[config.mk]
export PLATFORM = sky130hd
export DESIGN_NAME = hazard_flush_controller
export DESIGN_NICKNAME = d
export VERILOG_FILES = /design/src/rtl/hazard_flush_controller.sv
export SDC_FILE = /design/constraint.sdc
export NUM_CORES = 1
export LEC_CHECK = 0
export ABC_AREA = 1
export BUFFER_PORTS_ARGS = -buffer_cell sky130_fd_sc_hd__buf_2
export CAP_MARGIN = 15
export CORE_ASPECT_RATIO = 1.4
export CORE_MARGIN = 5
export CORE_UTILIZATION = 50
export CTS_CLUSTER_SIZE = 25
export DETAILED_ROUTE_END_ITERATION = 8
export PLACE_DENSITY = 0.83
export REMOVE_ABC_BUFFERS = 1
export SYNTH_ARGS = -nofsm -noshare
export SYNTH_HDL_FRONTEND = slang
export SYNTH_SLANG_ARGS = --single-unit
[constraint.sdc]
create_clock -name clk -period 2.2 [get_ports clk]
set_input_delay 0.66 -clock clk [delete_from_list [all_inputs] [get_ports clk]]
set_output_delay 0.66 -clock clk [all_outputs]
set_load 0.005 [all_outputs]
[src/rtl/hazard_flush_controller.sv]
// Pipeline sequencer: load-use bubble insertion, wrong-path squash after taken
// control transfers, power-up/init drain, and saturating stall/flush statistics.
`timescale 1ns/1ps
module hazard_flush_controller #(
  parameter int INIT_CYCLES       = 4,
  parameter int LOAD_STALL_CYCLES = 1,
  parameter int FLUSH_CYCLES      = 1,
  parameter int CNT_W             = 16
) (
  input  logic             clk,
  input  logic             rst,
  input  logic             init,
  input  logic [2:0]       id_r1Address,
  input  logic [2:0]       id_r2Address,
  input  logic             id_useR1,
  input  logic             id_useR2,
  input  logic             id_branchTaken,
  input  logic [2:0]       id_ex_dest,
  input  logic             id_ex_regWrite,
  input  logic             id_ex_regWriteDataSel,
  output logic             pcEnb,
  output logic             ifIdEnb,
  output logic             ifIdFlush,
  output logic             idExBubble,
  output logic             busy,
  output logic [CNT_W-1:0] stallCount,
  output logic [CNT_W-1:0] flushCount
);

  localparam int MAX_A  = (INIT_CYCLES > LOAD_STALL_CYCLES) ? INIT_CYCLES : LOAD_STALL_CYCLES;
  localparam int MAX_C  = (MAX_A > FLUSH_CYCLES) ? MAX_A : FLUSH_CYCLES;
  localparam int CTR_W  = (MAX_C > 1) ? $clog2(MAX_C) : 1;

  localparam logic [CTR_W-1:0] INIT_LOAD  = CTR_W'(INIT_CYCLES - 1);
  localparam logic [CTR_W-1:0] STALL_LOAD = CTR_W'((LOAD_STALL_CYCLES > 1) ? LOAD_STALL_CYCLES - 2 : 0);
  localparam logic [CTR_W-1:0] FLUSH_LOAD = CTR_W'((FLUSH_CYCLES > 1) ? FLUSH_CYCLES - 2 : 0);

  typedef enum logic [1:0] {
    S_INIT,
    S_RUN,
    S_STALL,
    S_FLUSH
  } state_t;

  state_t           state_q, state_d;
  logic [CTR_W-1:0] cnt_q, cnt_d;
  logic [CNT_W-1:0] stall_q, stall_d;
  logic [CNT_W-1:0] flush_q, flush_d;
  logic             stall_inc, flush_inc;
  logic             hz;

  // Dest 0 is a real register, so no zero-register exemption.
  assign hz = id_ex_regWrite & id_ex_regWriteDataSel &
              ((id_useR1 & (id_ex_dest == id_r1Address)) |
               (id_useR2 & (id_ex_dest == id_r2Address)));

  always_comb begin
    state_d    = state_q;
    cnt_d      = cnt_q;
    pcEnb      = 1'b1;
    ifIdEnb    = 1'b1;
    ifIdFlush  = 1'b0;
    idExBubble = 1'b0;
    busy       = 1'b1;
    stall_inc  = 1'b0;
    flush_inc  = 1'b0;

    unique case (state_q)
      S_INIT: begin
        pcEnb      = 1'b0;
        ifIdEnb    = 1'b0;
        ifIdFlush  = 1'b1;
        idExBubble = 1'b1;
        if (cnt_q == '0) state_d = S_RUN;
        else             cnt_d   = cnt_q - CTR_W'(1);
      end

      S_RUN: begin
        busy = 1'b0;
        if (hz) begin
          pcEnb      = 1'b0;
          ifIdEnb    = 1'b0;
          idExBubble = 1'b1;
          stall_inc  = 1'b1;
          if (LOAD_STALL_CYCLES > 1) begin
            state_d = S_STALL;
            cnt_d   = STALL_LOAD;
          end
        end else if (id_branchTaken) begin
          ifIdFlush = 1'b1;
          flush_inc = 1'b1;
          if (FLUSH_CYCLES > 1) begin
            state_d = S_FLUSH;
            cnt_d   = FLUSH_LOAD;
          end
        end
      end

      S_STALL: begin
        pcEnb      = 1'b0;
        ifIdEnb    = 1'b0;
        idExBubble = 1'b1;
        stall_inc  = 1'b1;
        if (cnt_q == '0) state_d = S_RUN;
        else             cnt_d   = cnt_q - CTR_W'(1);
      end

      S_FLUSH: begin
        ifIdFlush  = 1'b1;
        idExBubble = 1'b1;
        flush_inc  = 1'b1;
        if (cnt_q == '0) state_d = S_RUN;
        else             cnt_d   = cnt_q - CTR_W'(1);
      end

      default: begin
        state_d = S_INIT;
        cnt_d   = INIT_LOAD;
      end
    endcase

    // init restarts the drain from any state; this cycle's bubble/squash still counts.
    if (init) begin
      state_d = S_INIT;
      cnt_d   = INIT_LOAD;
    end

    stall_d = (stall_inc && (stall_q != '1)) ? stall_q + CNT_W'(1) : stall_q;
    flush_d = (flush_inc && (flush_q != '1)) ? flush_q + CNT_W'(1) : flush_q;
  end

  always_ff @(posedge clk) begin
    if (rst) begin
      state_q <= S_INIT;
      cnt_q   <= INIT_LOAD;
      stall_q <= '0;
      flush_q <= '0;
    end else begin
      state_q <= state_d;
      cnt_q   <= cnt_d;
      stall_q <= stall_d;
      flush_q <= flush_d;
    end
  end

  assign stallCount = stall_q;
  assign flushCount = flush_q;

endmodule
==> impl_metrics.csv <==
group,metric,value,unit
die,initial_core_util,51.2,%
detailed_routing,wirelength,5240,microns
clock_network,clockBufferDepth,2,
clock_network,cts_tree,"built",
timing,worst_pin_slew,530,ps
timing,slew_headroom,64.5,%
timing,period_needed,2130,ps
yosys,synth_cell_types,27,
grt,grt_max_degree,18,
detailed_routing,routedWlPerCell,11.7,microns
yosys,synth_area_leaders,"dfxtp_1 33%, nand2_1 20%, nor2_1 12%",
clock_network,clk_latency,290,ps
yosys,ys_ff_latch,35,
clock_network,cts-root-buf,"clkbuf_8",
setup_path,crit_family,"simple AND/OR/NAND/NOR gates",
yosys,synth_edf_count,0,
setup_path,cpMostUsedCell,"nand2_1",
detailed_routing,vias,2279,
timing,fin_skew,9.37,ps
finish,drive_gt1_share,20.6,%
min_path,hold_path.class,"flop to flop",
setup_path,cp_max_fo,6,
setup_path,required,1540,ps
clock_network,path_clk_slew,60,ps
detailed_routing,drtIter0Drc,179,
detailed_routing,drt_pass1_iterations,4,
yosys,ys_seq_area_share,32.6,%
yosys,synth_flop_cell,"dfxtp_1",
finish,nNetsFinal,423,
finish,areaGrowthSynthToFinish,21.2,%
yosys,synth_adder_area_share,1.74,%
die,io_pins,54,
yosys,synth.area.mux_share,0,%
die,fp.dieH,87.6,microns
setup_path,worstPathArrival,1470,ps
setup_path,crit_path_end_kind,"output pin",
min_path,whs_path_depth,2,
grt,track_usage,19.3,%
place,portBuffers,53,
yosys,yosys-top-cells-count,"116 x nand2_1, 68 x nor2_1, 37 x inv_1",
grt,grt_pass1_wl,8770,microns
grt,grt-ovfl-total,0,
setup_path,start_kind,"input port",
setup_path,path_class,"input port to output pin",
setup_path,rrSetupSlack,290,ps
detailed_routing,ant_nets,0,
setup_path,cpPeakStageDelay,120,ps
clock_network,cts_sinks,35,
setup_path,crit_buf_inv,3,
yosys,syn-instance-count,346,
yosys,synth_xor_area_share,5.29,%
timing,finalSetupTns,0,ps
min_path,hold_end,"cnt_q[1]$_SDFFE_PP1P_",
place,gp_congestion,0.901,
flow_run,maxCapViolCount,0,
yosys,synth_top_family_by_area,"simple AND/OR/NAND/NOR gates",
pwr,irDropWorstVdd,0.306,mV
grt,grt_pass1_vias,2188,
timing,drv_slew,0,
die,rows,28,
finish,diodes,0,
setup_path,cp_slowest_cell,"buf_2",
yosys,synth_top_cell_by_area,"dfxtp_1",
yosys,postSynth.asyncResetShare,0,%
pwr,pwr_density_cell,492,mW/mm^2
clock_network,tritoncts.num_buffers,5,
yosys,synth_top_area_share,32.6,%
setup_path,worstRegToRegCells,10,
outcome,run_status,"finished clean",
timing,fmax,469,MHz
min_path,min-delay-start,"cnt_q[1]$_SDFFE_PP1P_",
yosys,synthSimpleGateAreaFrac,44.9,%
timing,finalHoldViolCount,0,
finish,num-fill-cells,411,
grt,antenna_found_initial,0,
die,die-area,0.00573,sq mm
setup_path,r2r_end,"flushCount[2]$_SDFFE_PP0P_",
yosys,synth_warnings,0,
pwr,p_leak,1.22,nW
timing,finalCritPeriodShare,97.0,%
setup_path,timing.rr.start,"flushCount[1]$_SDFFE_PP0P_",
finish,final_area,0.00261,sq mm
setup_path,crit_chain,"buf_6, inv_2, nand2_1, nand2_2, nor2_1, nand2_1, nand2_4, nand2_4, nand2_1, nand2_1, buf_2",
die,die_w,65.4,microns
clock_network,postCtsHoldBufs,0,
detailed_routing,drc,0,
yosys,yosysMostFrequentCell,"nand2_1",
clock_network,cts-htree-levels,2,
place,post_dp_cell_area,0.00245,sq mm
place,dp_hpwl,3890,microns
yosys,synth_compound_area_share,5.76,%
detailed_routing,via_per_inst,5.09,
die,core,0.00420,sq mm
timing,finalSetupViolCount,0,
yosys,syn_area,0.00215,sq mm
yosys,syn_area_per_cell,6.22,sq um
## power by group
group          switching (mW)  internal, mW
Sequential            0.00109         0.635
Clock                   0.233         0.332
Combinational          0.0451        0.0371
## worst max path at each step
stage / depth (start not counted) / slack (ps) / to / startpoint
after floorplan: 9 / 270 / ifIdEnb / id_r2Address[0]
after global placement: 10 / 90 / pcEnb / id_ex_dest[1]
after detailed placement: 11 / 60 / ifIdEnb / id_ex_dest[1]
after CTS: 11 / 50 / ifIdEnb / id_ex_dest[1]
after global routing: 11 / -10 / ifIdFlush / id_r2Address[1]
final: 11 / 70 / ifIdFlush / id_r2Address[1]
## per-layer routing
| layer | wire [microns] | vias up | global-route usage, % |
|---|---|---|---|
| met4 | 152 | 0 | 9.06 |
| li1 | - | 1183 | - |
| met3 | 237 | 17 | 4.11 |
| met1 | 2010 | 1019 | 19.4 |
| met5 | 0 | - | 0 |
| met2 | 2840 | 60 | 37.1 |
## worst reg2reg max path: cells and delay by family (launching register included)
kind | cells | cell delay [ps]
buffers and inverters | 2 | 190
and+or+nand+nor | 7 | 1040
DFF | 1 | 370
adders and majority gates | 1 | 200
## cells by family after synthesis
kind of cell	after synthesis
compound gates	24
xor+xnor	13
fa+ha+maj	3
buf+inv	48
flops	35
simple gates	223
## through the flow
stage | util [%] | power [mW] | setup slack, ps | cells | hold slack [ps]
2_1_floorplan | - | 0.688 | 269 | 337 | 441
6_report | 62.1 | 1.28 | 65.8 | 448 | 484
3_5_place_dp | 58.2 | 0.724 | 64.4 | 440 | 478
4_1_cts | 60.7 | 1.29 | 54.9 | 447 | 495
3_3_place_gp | 58.2 | 0.721 | 86.3 | 440 | 453
5_1_grt | 62.1 | 1.33 | -10.4 | 448 | 530
## state kept, by name, summed over array words and instances (netlist names)
signal,cells
cnt_q,2
flushCount,16
stallCount,16
state_q,1
## cell usage in the layout (no fill, tap or decap), drive strengths merged, types with 6 or more instances in the layout
| master | netlist | final |
|---|---|---|
| nand2 | 119 | 119 |
| nor2 | 68 | 68 |
| buf | 7 | 59 |
| inv | 38 | 38 |
| dfxtp | 35 | 35 |
| a21oi | 20 | 20 |
| nand3 | 16 | 16 |
| nand4 | 11 | 11 |
| xor2 | 9 | 9 |
| nor3 | 7 | 7 |
| clkbuf | 2 | 6 |
## cell type report
class	instances	area, sq um	area share, %
Multi-Input combinational cell	263	1250	48.1
Sequential cell	35	701	26.9
Timing Repair Buffer	59	348	13.3
Inverter	39	146	5.61
Clock buffer	6	72.6	2.78
Tap cell	45	56.3	2.16
Clock inverter	1	30.0	1.15
## repair_timing
item | 4_1_cts | 5_1_grt
buffers inserted | 0 | 1
setup endpoints to repair | 0 | 2
gates resized for setup | 0 | 14
No activity file was read; power rests on OpenSTA's default activity.
